File: src/rtl/datapath_arbiter.sv
// Two-requester arbiter in front of a shared, pipelined arithmetic datapath.
// Requests are granted combinationally. The winner's operands are registered
// onto dp_a/dp_b/dp_opcode. A tag pipeline of depth LAT+1 tracks which
// requester owns the result that emerges from the datapath.
// Build option: define DP_ARB_FIXED_PRIO_EN to make requester 0 always win a
// contention. By default the two requesters alternate (round-robin).
module datapath_arbiter #(
    parameter int unsigned N   = 16,
    parameter int unsigned LAT = 2
) (
    input  logic         clk,
    input  logic         rst_n,
    input  logic         req0_valid,
    output logic         req0_ready,
    input  logic [N-1:0] req0_a,
    input  logic [N-1:0] req0_b,
    input  logic [2:0]   req0_op,
    input  logic         req1_valid,
    output logic         req1_ready,
    input  logic [N-1:0] req1_a,
    input  logic [N-1:0] req1_b,
    input  logic [2:0]   req1_op,
    output logic [N-1:0] dp_a,
    output logic [N-1:0] dp_b,
    output logic [2:0]   dp_opcode,
    input  logic [N-1:0] dp_y,
    input  logic         dp_co,
    output logic         rsp0_valid,
    output logic         rsp1_valid,
    output logic [N-1:0] rsp_y,
    output logic         rsp_co,
    output logic [2:0]   inflight
);

    // Id of the requester granted most recently; resets to 1 so requester 0 wins first.
    logic         last_grant;
    logic         grant0;
    logic         grant1;
    logic         xfer;
    logic         win_id;
    logic [N-1:0] win_a;
    logic [N-1:0] win_b;
    logic [2:0]   win_op;

    // Tag pipeline: stage 0 receives the issue, stage LAT lines up with dp_y/dp_co.
    logic [LAT:0] tag_v;
    logic [LAT:0] tag_id;
    logic         rsp_fire;
    logic [2:0]   inflight_d;

    // Grant decision; nothing is granted while reset is held.
    always_comb begin
        grant0 = 1'b0;
        grant1 = 1'b0;
        if (rst_n) begin
            if (req0_valid && req1_valid) begin
`ifdef DP_ARB_FIXED_PRIO_EN
                grant0 = 1'b1;
`else
                if (last_grant) begin
                    grant0 = 1'b1;
                end else begin
                    grant1 = 1'b1;
                end
`endif
            end else begin
                grant0 = req0_valid;
                grant1 = req1_valid;
            end
        end
    end

    assign req0_ready = grant0;
    assign req1_ready = grant1;
    assign xfer       = grant0 | grant1;
    assign win_id     = grant1;

    // Select the winning requester's operation.
    always_comb begin
        win_a  = req0_a;
        win_b  = req0_b;
        win_op = req0_op;
        if (grant1) begin
            win_a  = req1_a;
            win_b  = req1_b;
            win_op = req1_op;
        end
    end

    // Operand registers and grant history load only on a transfer.
    always_ff @(posedge clk or negedge rst_n) begin
        if (!rst_n) begin
            dp_a       <= '0;
            dp_b       <= '0;
            dp_opcode  <= 3'd0;
            last_grant <= 1'b1;
        end else if (xfer) begin
            dp_a       <= win_a;
            dp_b       <= win_b;
            dp_opcode  <= win_op;
            last_grant <= win_id;
        end
    end

    // Shift the tag pipeline every cycle; idle cycles insert an invalid tag.
    always_ff @(posedge clk or negedge rst_n) begin
        if (!rst_n) begin
            tag_v  <= '0;
            tag_id <= '0;
        end else begin
            tag_v[0]  <= xfer;
            tag_id[0] <= win_id;
            for (int i = 1; i <= int'(LAT); i++) begin
                tag_v[i]  <= tag_v[i-1];
                tag_id[i] <= tag_id[i-1];
            end
        end
    end

    assign rsp_fire = tag_v[LAT];

    // Capture the datapath result when a valid tag leaves the last stage.
    always_ff @(posedge clk or negedge rst_n) begin
        if (!rst_n) begin
            rsp0_valid <= 1'b0;
            rsp1_valid <= 1'b0;
            rsp_y      <= '0;
            rsp_co     <= 1'b0;
        end else begin
            rsp0_valid <= rsp_fire & ~tag_id[LAT];
            rsp1_valid <= rsp_fire & tag_id[LAT];
            if (rsp_fire) begin
                rsp_y  <= dp_y;
                rsp_co <= dp_co;
            end
        end
    end

    // Occupancy next state; the count never exceeds LAT+1, so it cannot wrap.
    always_comb begin
        inflight_d = inflight;
        if (xfer && !rsp_fire) begin
            inflight_d = inflight + 3'd1;
        end else if (!xfer && rsp_fire) begin
            inflight_d = inflight - 3'd1;
        end
    end

    // Occupancy register.
    always_ff @(posedge clk or negedge rst_n) begin
        if (!rst_n) begin
            inflight <= 3'd0;
        end else begin
            inflight <= inflight_d;
        end
    end

endmodule

File: config.mk
export PLATFORM = sky130hd
export DESIGN_NAME = datapath_arbiter
export DESIGN_NICKNAME = d
export VERILOG_FILES = /design/src/rtl/datapath_arbiter.sv
export SDC_FILE = /design/constraint.sdc
export NUM_CORES = 1
export LEC_CHECK = 0
export ABC_AREA = 1
export BUFFER_PORTS_ARGS = -buffer_cell sky130_fd_sc_hd__buf_2
export CAP_MARGIN = 20
export CORE_ASPECT_RATIO = 1.75
export CORE_MARGIN = 1
export CORE_UTILIZATION = 42
export DETAILED_ROUTE_END_ITERATION = 12
export PLACE_DENSITY = 0.77
export SETUP_SLACK_MARGIN = 0.3
export SYNTH_ARGS = -nofsm -noshare
export SYNTH_HDL_FRONTEND = slang
export SYNTH_SLANG_ARGS = --single-unit
File: constraint.sdc
create_clock -name clk -period 1.6 [get_ports clk]
set_input_delay 0.16 -clock clk [delete_from_list [all_inputs] [get_ports clk]]
set_output_delay 0.16 -clock clk [all_outputs]
set_load 0.005 [all_outputs]
* Yosys cells after proc, flatten, opt, wreduce, memory -nomap -nowiden *
Index checks and enable logic that the tools add are counted.

storage, ports and cells
  memory bits (writable) = 0
  latch bits = 0
  memories kept = 0
  bits of input ports = 91
  bits in registers = 64
  memory bits (read-only) = 0

cells by class
  $lt $le $gt $ge = 0
  eq/ne operators = 0
  bitwise operators = 4
  $add $sub $neg = 2
  $mul = 0
  muxes and demuxes = 11
  reduce and logical (&&, ||, !) cells = 6
  div/mod/pow operators = 0
  shift-type cells = 0

operator list
  kind                                                                 count
  16-bit two-way mux                                                   2
  3-bit two-way mux                                                    3
  1-bit two-way mux                                                    6
  3-bit by 1-bit adder with 3-bit output (second input constant)       1
  1-bit logical AND                                                    3
  3-bit by 1-bit subtractor with 3-bit output (second input constant)  1
  1-bit AND                                                            2
  1-bit logical NOT                                                    2
  2-bit nonzero test                                                   1
  1-bit inverter                                                       1
  1-bit bitwise OR                                                     1

* Logic depth before layout (Yosys ltp) *
Gate-level depths: netlist (run 1).

  depth in word-level cells = 8
  mapped depth = 12
  depth with buffers taken out = 10

* Worst setup path after synthesis (run 1) *
Ideal clock, no wire load.

  path kind = reg2reg
  start point = reg tag_v[2]
  end point = reg inflight[2]
  library setup time = 117 ps
  setup slack = -153 ps
  buffers on the path = 2
  arrival = 1,636 ps
  data required time = 1,483 ps
  cell stages (with the launch flop) = 11
  cell sequence = dfrtp_1 buf_2 inv_2 buf_2 ha_1 inv_1 fa_1 nand2_1 nand3_1 nand2_1 nand2_1

between the ends
  cells in the longest elaborated chain, start to end = 3
  elaborated cells between the ends (all ways) = 5
  those cells by class = mux (1); reduce/logical (4)

ends and longest elaborated chain
  element                                                         RTL line  text
  start, declared                                                 46        logic [LAT:0] tag_v;
  start signal, assigned by index                                 114       tag_v[i] <= tag_v[i-1];
  1-bit logical NOT                                               142       if (xfer && !rsp_fire) begin
  1-bit logical AND                                               142
  3-bit two-way mux / 2-bit nonzero test (equally long branches)  -
  end signal, assigned                                            154       inflight <= inflight_d;
  end, declared                                                   32        output logic [2:0] inflight

Parallel ways exist; a longest one is shown, timed or not.
A chain may end at the register's enable or synchronous reset.

* Final worst setup path (run 1) *
Ends and elaborated chain as after synthesis.

==> results.toml, run 1 <==
[critical_path]
cp-start-kind = "register"
crit_slowest_cell = "dfrtp_1"
reg2reg_to = "inflight[2]"
crit_type = "reg2reg"
r2r_start = "tag_v[2]"
r2r_slack_ns = 0.24
critPathMaxFanout = 2
worstPathArrival_ns = 1.57
worstPathRequired_ns = 1.81
path_cells = "clkinv_4 -> ha_4 -> inv_2 -> fa_2 -> nand2_2 -> nand3_1 -> nand2_1 -> nand2_1"
crit_path_end_kind = "register"
r2r_cells = 8
max_stage_delay_ns = 0.41
crit_top_cell = "nand2_1"

[flow_run]
drv_cap = 0

[status]
status = "completed"

[synthesis]
syn_avg_cell_area_um2 = 7.58
syn_nets = 503
synth-seq-area-share_pct = 51.6
synth_cell_types = 19
synth_top_area_share_pct = 50.7
synth-edff-count = 0
synth_seq_cells = 64
synthTopCellsByCount = "165 x nand2_1, 77 x inv_1, 71 x nand3_1, 63 x dfrtp_1, 12 x buf_2"
synthMostInstantiatedCell = "nand2_1"
ys.flop_type = "dfrtp_1"
synth_warnings = 0
async_flop_share_pct = 100
yosys.area.top_type = "dfrtp_1"
postSynthCellCount = 410
syn_area_um2 = 3110
synth.top_cells.by_area = "dfrtp_1 51%, nand2_1 20%, nand3_1 11%"

[cells_and_area]
antenna_cells = 0
syn2layout_area_growth_pct = 39.6
fillerInstances = 665
post-route-util_pct = 60.4
nets = 660
drive_above_1_share_pct = 33.9
stdcell_area_um2 = 4340

[drt]
drc = 0
avgRoutedWirePerCell_um = 12.2
vias_per_cell = 4.65
drtAntennaViolNets = 0
vias = 3062
drt_iter0_drc = 227
firstDrtPassIters = 4
drt_wl_total_um = 8050

[timing]
drv_slew = 0
hold_viol = 0
tightest_slew_ns = 0.780
max_freq_mhz = 735
finalClockSkew_ns = 0.00637
max_slew_margin_pct = 48.0
setup_viol = 0
finalCritPeriodShare_pct = 85.1
fin_setup_tns_ns = 0
period_minus_slack_ns = 1.36
rsz0062_at_grt = "yes"

[clocking]
clock_latency_ns = 0.32
cts.sinks = 64
clockBufferDepth = 2
cts_tree = "done"
cts_made_buffers = 9
h-tree-depth = 3
clkTransAtPathRegs_ns = 0.05
cts_root_buf = "clkbuf_16"

[floorplan]
fp.dieArea_um2 = 7760
start_util_pct = 43.3
fp.dieH_um = 116
core_um2 = 7180
fp.dieW_um = 67.0
rows = 41
ioPinCount = 150

[global_routing]
grt_pass1_vias = 2934
grt_pass1_wl_um = 12900
grt_max_degree = 63
grt_antenna_before_repair = 0
grt_use_total_pct = 22.1
grt_overflow = 0

[power_and_ir_drop]
power.total_w = 0.00496
powerDensity_nw_per_um2 = 1140
ir_drop_uv = 613
power_leakage_nw = 2.70

[hold_path]
hold_path_startpoint = "dp_y[8]"
hold_depth = 3
min_to = "rsp_y[8]"
hold_class = "in2reg"

[place]
dp_hpwl_um = 5610
port_buffers = 149
routabilityCongestion = 0.716
dpl-instance-area_um2 = 3920
worst max-delay path by stage:
stage	startpoint	endpoint	cells past startpoint
final	tag_v[2]	inflight[2]	8
after global routing	tag_v[2]	inflight[2]	8
after CTS	last_grant	req1_ready	4
after detailed placement	rst_n	dp_b[2]	8
after global placement	rst_n	dp_b[2]	8
after floorplan	tag_v[2]	inflight[2]	10
routing by layer:
layer,GRT usage [%],vias up,wire [µm]
li1,-,1539,-
met1,24.1,1404,3150
met2,40.8,110,4350
met3,4.72,9,429
met4,7.66,0,115
met5,0,-,0
cell type report:
class | instances | area [µm²] | share of cell area (%)
clock buffers | 11 | 243 | 5.60
inverters | 80 | 310 | 7.16
multi-input cells | 248 | 1130 | 26.0
flip-flops and latches | 64 | 1600 | 37.0
clock inverters | 5 | 56.3 | 1.30
well taps | 86 | 108 | 2.48
repair buffers | 164 | 891 | 20.5
timing repair:
action	in CTS	in global routing
cloned	1	0
hold buffers	1	0
pin swaps	6	5
buffers inserted	5	1
endpoints found under the setup margin	6	34
endpoints found under the hold margin	2	0
resized for setup	3	10
flip-flops by register name, indices dropped and copies added, names as in the netlist:
signal      cells
tag_id          3
dp_opcode       3
rsp_co          1
rsp_y          16
rsp1_valid      1
tag_v           3
dp_a           16
rsp0_valid      1
inflight        3
last_grant      1
dp_b           16
cells in the final DEF, fill, tap and decap left out, drive strengths merged:
cell type,count
dfstp,1
clkbuf,11
dlygate4sd3,1
nor2,1
dfrtp,63
xnor2,1
nand4,1
clkinv,4
ha,1
fa,1
o21ai,1
buf,163
clkinvlp,1
nand3,71
inv,79
nand2,170
bufinv,1
a21oi,1
per-stage QoR:
step	instances	setup slack [ns]	hold slack, ns
after CTS	657	0.233	0.0306
after detailed placement	634	0.0634	-0.0252
after floorplan	410	0.0741	-0.136
final	658	0.239	0.0389
after global routing	658	0.168	0.0402
after global placement	634	0.133	-0.0268
cell families after synthesis:
family	Yosys count	share of synthesized area, %
simple gates	242	32.7
flops	64	51.6
fa+ha+maj	2	1.05
xor+xnor	1	0.282
buf+inv	99	14.1
compound gates	2	0.322
critical path: cells and delay by family (launching register included):
kind          cells  cell delay (ns)
fa+ha+maj         2             0.48
buf+inv           2             0.10
simple gates      4             0.26
flops             1             0.41
power breakdown:
group / switching, W / internal (W) / total [W] / leakage (nW)
clock network: 0.000660 / 0.00124 / 0.00190 / 0.145
logic: 0.000546 / 0.000473 / 0.00102 / 1.78
registers: 0.000166 / 0.00187 / 0.00203 / 0.778
total: 0.00137 / 0.00358 / 0.00496 / 2.70
Power figures use the tool's default switching activity.
==> run 2, diff against run 1 <==
CTS_BUF_LIST = sky130_fd_sc_hd__clkbuf_4 sky130_fd_sc_hd__clkbuf_8 sky130_fd_sc_hd__clkbuf_16   (was default)
CTS_CLUSTER_SIZE = 14   (was default)
==> run 2 against run 1 <==
  * Wire length hardly changed
  * Utilization is 0.052 points higher
  * Register-to-register slack hardly changed
  * Fmax hardly changed
  * Non-clock buffer count stayed put
  * Critical endpoint unchanged
  * Critical path depth stayed put
  * First-iteration DRC count is 4.0% lower
  * Setup slack hardly changed
  * Sequential share of layout area hardly changed
  * Clock power hardly changed
==> results.toml, run 2 (synthesis gave the netlist of run 1 again) <==
[hold_path]
hold_depth = 3
hold_class = "in2reg"
min_to = "rsp_y[8]"
hold_path_startpoint = "dp_y[8]"

[critical_path]
critPathMaxFanout = 2
r2r_cells = 8
r2r_start = "tag_v[2]"
crit_type = "reg2reg"
worstPathRequired_ns = 1.81
worstPathArrival_ns = 1.57
r2r_slack_ns = 0.24
reg2reg_to = "inflight[2]"
crit_path_end_kind = "register"
crit_start = "tag_v[2]"
cp-start-kind = "register"

[clocking]
clkTransAtPathRegs_ns = 0.05
clockBufferDepth = 2
cts_made_buffers = 9
cts.sinks = 64
cts_root_buf = "clkbuf_16"
h-tree-depth = 3
clock_latency_ns = 0.32
cts_tree = "done"

[cells_and_area]
largestRegisters = "dp_a (16), dp_b (16), rsp_y (16)"
syn2layout_area_growth_pct = 39.7
fillerInstances = 663
nets = 660
drive_above_1_share_pct = 34.1
multi_input_area_um2 = 1130
mostFrequentLayoutCells = "164 x nand2_1, 148 x buf_2, 75 x inv_1"
antenna_cells = 0
layout.area.seq_um2 = 1600
final_common_cell = "nand2_1"
stdcell_area_um2 = 4340

[floorplan]
core_um2 = 7180
ioPinCount = 150
fp.dieArea_um2 = 7760
fp.dieH_um = 116
rows = 41
start_util_pct = 43.3
fp.dieW_um = 67.0

[status]
status = "completed"

[power_and_ir_drop]
power_leakage_nw = 2.71
ir_drop_uv = 611
power.total_w = 0.00497
powerDensity_nw_per_um2 = 1150

[timing]
fin_setup_tns_ns = 0
period_minus_slack_ns = 1.36
hold_viol = 0
fin_hold_ws_ns = 0.0394
setup_viol = 0
tightest_slew_ns = 0.779
max_freq_mhz = 735
rsz0062_at_grt = "yes"
finalCritPeriodShare_pct = 85.1
finalClockSkew_ns = 0.00642
drv_slew = 0
max_slew_margin_pct = 48.1

[drt]
vias_per_cell = 4.69
drt_wl_total_um = 8040
drc = 0
firstDrtPassIters = 4
drtAntennaViolNets = 0
drt_iter0_drc = 218
vias = 3083
avgRoutedWirePerCell_um = 12.2

[place]
dpl-instance-area_um2 = 3920
routabilityCongestion = 0.716
dp_hpwl_um = 5610
port_buffers = 149

[flow_run]
drv_cap = 0

[global_routing]
grt_pass1_vias = 2934
grt_use_total_pct = 22.1
grt_pass1_wl_um = 12900
grt_overflow = 0
grt_antenna_before_repair = 0
grt_max_degree = 63
-- run 2: cell count changes in the layout (fill, tap and decap cells not counted) --
| cell | delta |
|---|---|
| clkbuf_1 | -1 |
| clkbuf_4 | +1 |
-- run 2: how the worst max path moves through the flow --
stage / slack, ns / endpoint
after floorplan: 0.07 / inflight[2]
after global placement: 0.13 / dp_b[2]
after detailed placement: 0.06 / dp_b[2]
after CTS: 0.23 / req1_ready
after global routing: 0.17 / inflight[2]
final: 0.24 / inflight[2]
-- run 2: routing by layer --
layer / GRT usage (%) / routed length (µm)
met5: 0 / 0
met4: 7.66 / 115
met3: 4.72 / 489
met2: 40.8 / 4350
met1: 24.1 / 3080
-- run 2: layout make-up --
cell class | count | share of cell area [%]
multi-input cells | 248 | 25.9
well taps | 86 | 2.48
inverters | 80 | 7.15
flip-flops and latches | 64 | 36.9
repair buffers | 164 | 20.5
clock buffers | 11 | 5.68
clock inverters | 5 | 1.30
-- run 2: critical path, cell delays in order (launching register included) --
cell	delay, ns
dfrtp_1	0.41
clkinv_4	0.06
ha_4	0.12
inv_2	0.04
fa_2	0.36
nand2_2	0.07
nand3_1	0.07
nand2_1	0.06
nand2_1	0.06
-- run 2: stage by stage --
step | utilization (%) | std cells | worst slack (ns)
final | 60.4 | 658 | 0.239
after global routing | 60.4 | 658 | 0.168
after CTS | 59.8 | 657 | 0.233
after detailed placement | 54.5 | 634 | 0.0634
after global placement | 54.5 | 634 | 0.133
after floorplan | - | 410 | 0.0741
-- run 2: where the power goes --
group	internal (W)	switching, W	leakage [nW]
clock	0.00126	0.000659	0.149
combinational	0.000473	0.000547	1.78
sequential	0.00187	0.000166	0.778
-- run 2: repair_timing --
item / CTS / global route
hold buffers: 1 / 0
endpoints found under the hold margin: 2 / 0
resized for setup: 3 / 10
pin swaps: 6 / 5
cloned: 1 / 0
setup endpoints to repair: 6 / 34
setup buffers: 5 / 1
==> run 3, diff against run 2 <==
PLACE_DENSITY = 0.74   (was 0.77)
clock period = 1.4 ns   (was 1.6 ns; I/O delays follow)
==> run 3 against run 2 <==
  * Clock skew fell by 0.0030 ns
  * Final cell count grew 3.0%
  * The run now ends with negative setup slack left
  * Sequential power up 15%
  * Hold slack worse by 0.027 ns
  * Fmax decreased by 5.9%
  * Sequential share of layout area is 6.0 points lower
  * Count of clock-buffer cells in the layout is 1 higher
  * Register-to-register slack worse by 0.28 ns
  * Wire length up 34%
==> results.toml, run 3 (synthesis gave the netlist of run 1 again) <==
[status]
status = "finished, violations left"
violations = "negative setup slack"

[drt]
drtAntennaViolNets = 0
drt_wl_total_um = 10800
vias_per_cell = 4.99
avgRoutedWirePerCell_um = 15.9
drc = 0
vias = 3385
firstDrtPassIters = 4
drt_iter0_drc = 191

[clocking]
cts_tree = "done"
cts_root_buf = "clkbuf_16"
clock_latency_ns = 0.33
clkTransAtPathRegs_ns = 0.05
h-tree-depth = 3
cts_made_buffers = 9
clockBufferDepth = 2
cts.sinks = 64
cts_hold_buf = 0

[flow_run]
drv_cap = 0

[timing]
tightest_slew_ns = 0.801
hold_viol = 0
rsz0062_at_grt = "yes"
finalClockSkew_ns = 0.00347
max_freq_mhz = 692
drv_slew = 0
fin_ws_ns = -0.0459
fin_hold_ws_ns = 0.0127
setup_viol = 4
finalCritPeriodShare_pct = 103
period_minus_slack_ns = 1.45
max_slew_margin_pct = 46.6

[power_and_ir_drop]
power_switching_w = 0.00184
p_sw_share_pct = 30.7
intPower_w = 0.00414
powerDensity_nw_per_um2 = 1150
pwr-share-clk_pct = 33.9
combPwrFrac_pct = 27.1
power_leakage_nw = 3.01
power_frac_seq_pct = 38.9
ir_drop_uv = 797

[cells_and_area]
antenna_cells = 0
nets = 680
final_common_cell = "nand2_1"
syn2layout_area_growth_pct = 66.7
largestRegisters = "dp_a (16), dp_b (16), rsp_y (16)"
mostFrequentLayoutCells = "153 x nand2_1, 148 x buf_2, 74 x inv_1"
drive_above_1_share_pct = 50.0

[floorplan]
fp.dieW_um = 67.0
start_util_pct = 43.3
rows = 41
fp.dieArea_um2 = 7760
fp.dieH_um = 116
ioPinCount = 150
core_um2 = 7180

[critical_path]
crit_family = "adder cells"
crit_buf_inv = 3
max_stage_delay_ns = 0.42
crit_slowest_cell = "dfrtp_1"
worstPathArrival_ns = 1.66
critPathMaxFanout = 2
cp-start-kind = "register"
crit_type = "reg2reg"
path_cells = "clkinv_4 -> ha_4 -> inv_4 -> fa_2 -> inv_2 -> nand2_2 -> nand4_1 -> nand2_1"
worstPathRequired_ns = 1.61
crit_path_end_kind = "register"

[place]
routabilityCongestion = 0.715
dp_hpwl_um = 5690
pre_cts_ws_ns = 0.00675
port_buffers = 149

[global_routing]
globalRoute.busiestLayer = "met2"
grt_max_degree = 65
met3_usage_pct = 3.64
grt_overflow = 0
grt_use_total_pct = 24.2
grt_pass1_vias = 2967
grt_pass1_wl_um = 13800
grt_antenna_before_repair = 0
use_met2_pct = 43.0
met1_usage_pct = 27.4

[hold_path]
hold_class = "in2reg"
-- run 3: routing by layer --
layer | vias up | share of wire (%)
met5 | - | 0
met4 | 0 | 5.2
met3 | 48 | 5.3
met2 | 167 | 53
met1 | 1587 | 37
li1 | 1583 | -
-- run 3: area by class of cell --
class,count,area (µm²)
repair buffers,181,1220
well taps,86,108
flip-flops and latches,64,1600
multi-input cells,251,1660
clock inverters,4,20.0
clock buffers,12,254
fillers,534,2000
inverters,80,313
-- run 3: power by group through the flow --
stage | sequential [W] | clock (W) | combinational, W
2_1_floorplan | 0.00234 | 0 | 0.000560
3_3_place_gp | 0.00233 | 0 | 0.00110
3_5_place_dp | 0.00233 | 0 | 0.00115
4_1_cts | 0.00231 | 0.00206 | 0.00130
5_1_grt | 0.00235 | 0.00214 | 0.00177
6_report | 0.00233 | 0.00203 | 0.00162
-- run 3: worst min-delay path: stages --
cell	delay, ns
buf_2	0.08
nand2_1	0.04
nand2_1	0.05
-- run 3: path summary, 6_finish.rpt --
path / from / slack, ns / end / cells past startpoint
setup / recovery: tag_v[2] / -0.05 / inflight[2] / 8
hold / removal: dp_y[3] / 0.01 / rsp_y[3] / 3
setup reg to reg: tag_v[2] / -0.05 / inflight[2] / 8
hold reg to reg: tag_id[0] / 0.35 / tag_id[1] / 0
max in group asynchronous: rst_n / 0.84 / rsp_y[7] / 2
min in group asynchronous: rst_n / 0.04 / tag_v[2] / 2
-- run 3: metrics by stage --
| stage | power [W] | area (µm²) | cells | TNS, ns | util (%) |
|---|---|---|---|---|---|
| 6_report | 0.00598 | 5180 | 678 | -0.103 | 72.1 |
| 5_1_grt | 0.00627 | 5180 | 678 | -0.394 | 72.1 |
| 4_1_cts | 0.00567 | 4430 | 661 | 0 | 61.7 |
| 3_5_place_dp | 0.00348 | 3920 | 635 | 0 | 54.5 |
| 3_3_place_gp | 0.00343 | 3920 | 635 | 0 | 54.5 |
| 2_1_floorplan | 0.00290 | 3140 | 410 | -0.227 | - |
-- run 3: repair_timing --
item                       in CTS  in global routing
setup endpoints to repair      41                 43
buffers inserted                5                 10
cloned                          5                  7
pin swaps                      10                 90
gates resized for setup        16                112
